### src/rtl/reaction_timer_if.sv
// Bus bundle for reaction_timer.
//   master : drives Enable, Stop, ClearBest; observes the results.
//   slave  : the timer itself; observes the controls and drives Count, Score,
//            Best, Running, Done, Valid, NewBest.
interface reaction_timer_if #(
    parameter int unsigned WIDTH = 11
);
    logic             Enable;
    logic             Stop;
    logic             ClearBest;
    logic [WIDTH-1:0] Count;
    logic [WIDTH-1:0] Score;
    logic [WIDTH-1:0] Best;
    logic             Running;
    logic             Done;
    logic             Valid;
    logic             NewBest;

    modport master (
        output Enable, Stop, ClearBest,
        input  Count, Score, Best, Running, Done, Valid, NewBest
    );

    modport slave (
        input  Enable, Stop, ClearBest,
        output Count, Score, Best, Running, Done, Valid, NewBest
    );
endinterface

### src/rtl/reaction_timer.sv
// Reaction-time scorer: counts prescaled ticks while a round is armed,
// captures the count on Stop, flags a timeout at LIMIT, tracks the best score.
// Ports:
//   ClockIn : clock, rising edge
//   Reset   : synchronous, active-high
//   bus     : reaction_timer_if.slave (controls in, registered results out)
module reaction_timer #(
    parameter int unsigned WIDTH    = 11,
    parameter int unsigned PRESCALE = 50000,
    parameter int unsigned LIMIT    = (2**WIDTH) - 1
) (
    input  logic                  ClockIn,
    input  logic                  Reset,
    reaction_timer_if.slave       bus
);
    localparam int unsigned PW = (PRESCALE > 1) ? $clog2(PRESCALE) : 1;
    localparam logic [WIDTH-1:0] LIM      = WIDTH'(LIMIT);
    localparam logic [PW-1:0]    PRE_LAST = PW'(PRESCALE - 1);

    localparam logic [1:0] ST_IDLE     = 2'd0;
    localparam logic [1:0] ST_RUNNING  = 2'd1;
    localparam logic [1:0] ST_CAPTURED = 2'd2;
    localparam logic [1:0] ST_TIMEOUT  = 2'd3;

    logic [1:0]       state_q, state_d;
    logic [PW-1:0]    presc_q, presc_d;
    logic [WIDTH-1:0] count_q, count_d;
    logic [WIDTH-1:0] score_q, score_d;
    logic [WIDTH-1:0] best_q, best_d;
    logic             running_q, done_q;
    logic             valid_q, valid_d;
    logic             newbest_q, newbest_d;
    logic [WIDTH-1:0] count_inc;
    logic [WIDTH-1:0] best_base;

    // State and output registers
    always_ff @(posedge ClockIn) begin
        if (Reset) begin
            state_q   <= ST_IDLE;
            presc_q   <= '0;
            count_q   <= '0;
            score_q   <= '0;
            best_q    <= LIM;
            running_q <= 1'b0;
            done_q    <= 1'b0;
            valid_q   <= 1'b0;
            newbest_q <= 1'b0;
        end else begin
            state_q   <= state_d;
            presc_q   <= presc_d;
            count_q   <= count_d;
            score_q   <= score_d;
            best_q    <= best_d;
            running_q <= (state_d == ST_RUNNING);
            done_q    <= (state_d == ST_TIMEOUT);
            valid_q   <= valid_d;
            newbest_q <= newbest_d;
        end
    end

    // Next-state and next-output logic
    always_comb begin
        state_d   = state_q;
        presc_d   = '0;
        count_d   = '0;
        score_d   = score_q;
        valid_d   = 1'b0;
        newbest_d = 1'b0;
        count_inc = count_q + WIDTH'(1);
        // A coincident capture compares against the cleared value
        best_base = bus.ClearBest ? LIM : best_q;
        best_d    = best_base;

        case (state_q)
            ST_IDLE: begin
                if (bus.Enable) state_d = ST_RUNNING;
            end
            ST_RUNNING: begin
                if (!bus.Enable) begin
                    state_d = ST_IDLE;
                end else if (bus.Stop) begin
                    // Capture discards any tick landing on the same edge
                    state_d = ST_CAPTURED;
                    score_d = count_q;
                    valid_d = 1'b1;
                    if (count_q < best_base) begin
                        best_d    = count_q;
                        newbest_d = 1'b1;
                    end
                end else if (presc_q == PRE_LAST) begin
                    count_d = count_inc;
                    if (count_inc == LIM) begin
                        state_d = ST_TIMEOUT;
                        score_d = LIM;
                    end
                end else begin
                    presc_d = presc_q + PW'(1);
                    count_d = count_q;
                end
            end
            ST_CAPTURED: begin
                if (!bus.Enable) state_d = ST_IDLE;
            end
            ST_TIMEOUT: begin
                if (!bus.Enable) state_d = ST_IDLE;
                else             count_d = LIM;
            end
            default: state_d = ST_IDLE;
        endcase
    end

    assign bus.Count   = count_q;
    assign bus.Score   = score_q;
    assign bus.Best    = best_q;
    assign bus.Running = running_q;
    assign bus.Done    = done_q;
    assign bus.Valid   = valid_q;
    assign bus.NewBest = newbest_q;
endmodule

### src/flat_wrapper.sv
// flat-port wrapper written by rule: the top's interface ports become plain ports
module reaction_timer_flat 
#(
    parameter int unsigned WIDTH    = 11,
    parameter int unsigned PRESCALE = 50000,
    parameter int unsigned LIMIT    = (2**WIDTH) - 1
)
  (ClockIn, Reset, bus_Enable, bus_Stop, bus_ClearBest, bus_Count, bus_Score, bus_Best, bus_Running, bus_Done, bus_Valid, bus_NewBest);
  reaction_timer_if #(.WIDTH(WIDTH)) bus_i ();
  input  logic ClockIn;
  input  logic Reset;
  input wire logic [$bits(bus_i.Enable)-1:0] bus_Enable;
  input wire logic [$bits(bus_i.Stop)-1:0] bus_Stop;
  input wire logic [$bits(bus_i.ClearBest)-1:0] bus_ClearBest;
  output wire logic [$bits(bus_i.Count)-1:0] bus_Count;
  output wire logic [$bits(bus_i.Score)-1:0] bus_Score;
  output wire logic [$bits(bus_i.Best)-1:0] bus_Best;
  output wire logic [$bits(bus_i.Running)-1:0] bus_Running;
  output wire logic [$bits(bus_i.Done)-1:0] bus_Done;
  output wire logic [$bits(bus_i.Valid)-1:0] bus_Valid;
  output wire logic [$bits(bus_i.NewBest)-1:0] bus_NewBest;
  assign bus_i.Enable = bus_Enable;
  assign bus_i.Stop = bus_Stop;
  assign bus_i.ClearBest = bus_ClearBest;
  assign bus_Count = bus_i.Count;
  assign bus_Score = bus_i.Score;
  assign bus_Best = bus_i.Best;
  assign bus_Running = bus_i.Running;
  assign bus_Done = bus_i.Done;
  assign bus_Valid = bus_i.Valid;
  assign bus_NewBest = bus_i.NewBest;
  reaction_timer #(.WIDTH(WIDTH), .PRESCALE(PRESCALE), .LIMIT(LIMIT)) u_core (.ClockIn(ClockIn), .Reset(Reset), .bus(bus_i));
endmodule
### config.mk
export PLATFORM = sky130hd
export DESIGN_NAME = reaction_timer_flat
export DESIGN_NICKNAME = d
export VERILOG_FILES = /design/src/rtl/reaction_timer_if.sv /design/src/rtl/reaction_timer.sv /design/src/flat_wrapper.sv
export SDC_FILE = /design/constraint.sdc
export NUM_CORES = 1
export LEC_CHECK = 0
export CAP_MARGIN = 10
export CORE_ASPECT_RATIO = 0.75
export CORE_UTILIZATION = 26
export DETAILED_ROUTE_END_ITERATION = 10
export MAX_ROUTING_LAYER = met4
export PLACE_DENSITY = 0.56
export SYNTH_ARGS = -nofsm -noshare
export SYNTH_HDL_FRONTEND = slang
export SYNTH_SLANG_ARGS = --single-unit
### constraint.sdc
create_clock -name ClockIn -period 2.6 [get_ports ClockIn]
set_input_delay 0.52 -clock ClockIn [delete_from_list [all_inputs] [get_ports ClockIn]]
set_output_delay 0.52 -clock ClockIn [all_outputs]
set_load 0.03 [all_outputs]
---- Word level (Yosys, flattened, before mapping) ----
Index checks and enable logic that the tools add are counted.
storage, ports and cells
  register bits ........................... 55
  input bits .............................. 5
  output and inout bits ................... 37
  word-level logic and storage cells ...... 53
operators by class
  add/sub/neg operators ................... 2
  $lt $le $gt $ge ......................... 1
  equal/unequal tests ..................... 8
  muxes and demuxes ....................... 22
  bitwise logic cells ..................... 3
  reductions and logical operators ........ 8
operators by type and width
  kind                                                   count
  2-to-1 mux 11 bit                                      12
  one-hot mux 11 bit (2 select lines)                    1
  adder 16 x 1 -> 16 bit, second input constant          1
  == test 16 bit, second input constant                  1
  2-to-1 mux 2 bit                                       6
  adder 11 x 1 -> 11 bit, second input constant          1
  == test 11 bit, second input constant                  1
  < comparator 11 bit                                    1
  == test 2 bit, second input constant                   3
  one-hot mux 2 bit (3 select lines)                     1
  OR reduction 5 bit                                     1
  == test 2 x 1 -> 1 bit, second input constant          2
  inequality test 4 x 3 -> 1 bit, second input constant  1
  AND reduction 4 bit                                    1
  nonzero test 2 bit                                     2
  OR reduction 4 bit                                     1
  inverter 1 bit                                         3
  OR reduction 3 bit                                     1
  zero test 2 bit                                        1
  2-to-1 mux 1 bit                                       2
  OR reduction 2 bit                                     1

---- Logic depth before layout (Yosys ltp) ----
  depth after elaboration ................. 8
  depth in mapped cells ................... 9
  depth with buffers taken out ............ 7

---- Worst setup path after synthesis ----
Ideal clock, no wire load.
  path kind ............................... input to register
  from .................................... input bus_ClearBest
  to ...................................... register u_core.best_q[0] (netlist: u_core.bus.Best[0])
  library setup time ...................... 0.126 ns
  arrival ................................. 2.199 ns
  required time ........................... 2.474 ns
  slack ................................... 0.275 ns
  stages on the path ...................... 9
  path buffers ............................ 2
  cells stage by stage .................... clkbuf_1 -> nor2_1 -> ha_1 -> a21o_1 -> a21o_1 -> a211oi_1 -> o211ai_1 -> buf_2 -> mux2i_1
between the ends
  cells in the longest elaborated chain, start to end .. 6
ends and longest elaborated chain
  element                RTL line              RTL
  from (decl)            flat_wrapper.sv:14    input wire logic [$bits(bus_i.ClearBest)-1:0] bus_ClearBest;
  2-to-1 mux 11 bit (*)  reaction_timer.sv:71  best_base = bus.ClearBest ? LIM : best_q;
  < comparator 11 bit    reaction_timer.sv:86  if (count_q < best_base) begin
  2-to-1 mux 11 bit      reaction_timer.sv:86
  2-to-1 mux 11 bit      reaction_timer.sv:81  end else if (bus.Stop) begin
  2-to-1 mux 11 bit      reaction_timer.sv:79  if (!bus.Enable) begin
  2-to-1 mux 11 bit (*)  reaction_timer.sv:74  case (state_q)
  to (signal assigned)   reaction_timer.sv:53  best_q <= best_d;
  to (decl)              reaction_timer.sv:29  logic [WIDTH-1:0] best_q, best_d;
Every way passes the cells marked *; elsewhere a longest branch is shown, timed or not.
A chain may end at the register's enable or synchronous reset.

---- Final worst setup path ----
  from .................................... register u_core.presc_q[0]
  to ...................................... register u_core.score_q[0] (netlist: u_core.bus.Score[0])
between the ends
  cells in the longest elaborated chain, start to end .. 3
ends and longest elaborated chain
  element                               RTL line              RTL
  from (decl)                           reaction_timer.sv:26  logic [PW-1:0] presc_q, presc_d;
  from (signal assigned)                reaction_timer.sv:50  presc_q <= presc_d;
  == test 16 bit                        reaction_timer.sv:90  end else if (presc_q == PRE_LAST) begin
  nonzero test 2 bit (no source line)   --
  AND reduction 4 bit (no source line)  --
  to (signal assigned)                  reaction_timer.sv:52  score_q <= score_d;
  to (decl)                             reaction_timer.sv:28  logic [WIDTH-1:0] score_q, score_d;
No other way between the ends.

==> run_results.csv <==
group,metric,value,unit
status,status,"finished, final reports clean",
power_and_ir_drop,ir_worst_vdd,0.000239,V
setup_path,critical_path.endpoint_type,"flip-flop",
timing,fin_skew,3.26,ps
synthesis,synth-edff-count,0,
synthesis,yosysSeqAreaShare,0.387,
global_routing,antenna_found_initial,0,
clock_network,cts_tree,"yes",
timing,fin_crit_sh,0.866,
timing,period_needed,2250,ps
clock_network,cts_buffers,5,
timing,hold_viol,0,
timing,fin_tns_setup,0,ps
clock_network,insertion_delay,290,ps
cells_and_area,area_delta_synth_final,27.2,%
min_path,min_path_type,"reg2reg",
cells_and_area,layout-drive-gt1-share,0.103,
synthesis,ys_async_sr_fraction,0,
clock_network,cts.reportedPaths.clkPinSlew,70,ps
floorplan,io_pins,42,
global_routing,globalRouteOverflowTotal,0,
clock_network,root_buffer,"clkbuf_16",
global_routing,grt_pass1_wl,12.1,mm
cells_and_area,n_antenna_cell,0,
synthesis,synth_seq_cells,55,
timing,max_freq,444,MHz
floorplan,start_util,0.272,
drt,ant_nets,0,
placed_design,routabilityCongestion,0.880,
drt,wl_per_cell,13.8,µm
timing,setup_viol,0,
floorplan,dieArea,11400,µm²
drt,dr.pass1.iters,5,
global_routing,grt_pass1_vias,2351,
timing,slew_headroom,0.592,
flow_run,maxCapViolCount,0,
cells_and_area,layout.nets,395,
setup_path,cp.arrival,2460,ps
power_and_ir_drop,powerDensity,446,nW/µm²
floorplan,num_rows,32,
synthesis,yosysWarningCount,0,
setup_path,crit_fanout,11,
floorplan,die_w,123,µm
global_routing,grt_use_total,0.140,
clock_network,cts_buffer_depth,2,
synthesis,syn-cell-area,2840,µm²
synthesis,synth.net_count,345,
timing,grt_setup_unrepaired,"false",
synthesis,synth-main-ff-cell,"dfxtp_1",
synthesis,syn_inst,327,
power_and_ir_drop,p_leak,0.00149,µW
setup_path,critPathRequiredTime,2810,ps
setup_path,critPathLaunchType,"flip-flop",
clock_network,htree_levels,2,
drt,drc,0,
synthesis,syn_area_per_cell,8.69,µm²
clock_network,cts_sinks,55,
timing,tightest_slew,607,ps
cells_and_area,final_common_cell,"dfxtp_1",
synthesis,yosysUniqueCellTypes,44,
floorplan,coreArea,10500,µm²
floorplan,fp.dieH,92.6,µm
timing,slew_violations,0,
setup_path,critPathKind,"reg2reg",
cells_and_area,final_core_utilization,0.346,
placed_design,port_buffers,41,
placed_design,hpwl,5.26,mm
drt,wl,7.11,mm
global_routing,grt_max_degree,26,
drt,via_per_inst,4.84,
cells_and_area,final_cell_mix,"dfxtp_1, nor2_1, clkdlybuf4s50_1",
drt,drt_iter0_drc,242,
drt,num_vias,2487,
-- cell usage after synthesis, types with 6 or more instances --
cell | count | area [µm²]
a22o_1 | 6 | 52.6
buf_2 | 6 | 30.0
clkbuf_1 | 10 | 37.5
dfxtp_1 | 55 | 1100
ha_1 | 13 | 163
inv_1 | 7 | 26.3
mux2i_1 | 17 | 170
nand2_1 | 22 | 82.6
nand3_1 | 8 | 40.0
nand4_1 | 7 | 43.8
nor2_1 | 54 | 203
nor3_1 | 16 | 80.1
o21ai_0 | 29 | 145
o31ai_1 | 6 | 45.0
xnor2_1 | 10 | 87.6
xor2_1 | 6 | 52.6
-- path summary, 6_finish.rpt --
kind,to,start,slack (ps),depth (start not counted)
worst max-delay path,u_core.bus.Score[0],u_core.presc_q[0],350,6
worst min-delay path,u_core.presc_q[0],u_core.presc_q[0],470,1
worst max register to register,u_core.bus.Score[0],u_core.presc_q[0],350,6
worst min register to register,u_core.presc_q[0],u_core.presc_q[0],470,1
-- cell type report --
cell class                 instances  area [µm²]
clock buffer                       7         133
tap                              136         170
clock inverter                     1        5.00
fill                            1071        6830
multi-input combinational        246        1610
inverter                           7        26.3
timing repair buffer              62         568
sequential                        55        1100
-- per-stage QoR --
| step | cells | instance area [µm²] | setup WS (ps) | power (µW) | hold slack [ps] |
|---|---|---|---|---|---|
| after floorplan | 327 | 2840 | 275 | 938 | 426 |
| after global placement | 505 | 3470 | -40.5 | 981 | 444 |
| after detailed placement | 505 | 3470 | -163 | 983 | 456 |
| after CTS | 513 | 3610 | 119 | 1640 | 471 |
| after global routing | 514 | 3620 | 47.9 | 1690 | 507 |
| final | 514 | 3620 | 348 | 1610 | 469 |
-- sequential cells by signal, indices dropped and copies added (netlist names) --
name,count
u_core.presc_q,16
u_core.bus.Best,11
u_core.bus.Count,11
u_core.bus.Score,11
u_core.state_q,2
u_core.bus.Done,1
u_core.bus.NewBest,1
u_core.bus.Running,1
u_core.bus.Valid,1
-- per-layer routing --
layer  up-vias  track usage  part of all wire
li1       1262            -                 -
met1      1154        0.212              0.53
met2        69        0.188              0.41
met3         2       0.0252             0.056
met4         0       0.0305            0.0062
met5         -            -                 0
-- logic make-up after synthesis --
kind of cell | share of synthesized area
adder cells (fa/ha/maj) | 0.0572
AND/OR/NAND/NOR | 0.249
multiplexers | 0.0599
flip-flops | 0.387
XOR/XNOR | 0.0493
buffers and inverters | 0.0449
AO/OA/AOI/OAI | 0.153
-- timing repair --
action,4_1_cts,5_1_grt
resized for setup,0,1
buffers inserted,0,0
setup endpoints to repair,0,8
hold buffers,0,0
-- power breakdown --
part           internal, µW  switching (µW)  leakage (µW)  total, µW
Combinational          43.4            60.9      0.000981        104
Sequential              851            7.83      0.000445        859
Clock                   357             293     0.0000679        650
Total                  1250             362       0.00149       1610
-- critical path, stage by stage, from the launching register on --
cell and delay [ps]:
dfxtp_1 370, ha_1 190, and3_2 240, nand4_4 190, nor4_4 410, nand4_1 480, o21ai_0 290
Power figures use the tool's default switching activity.
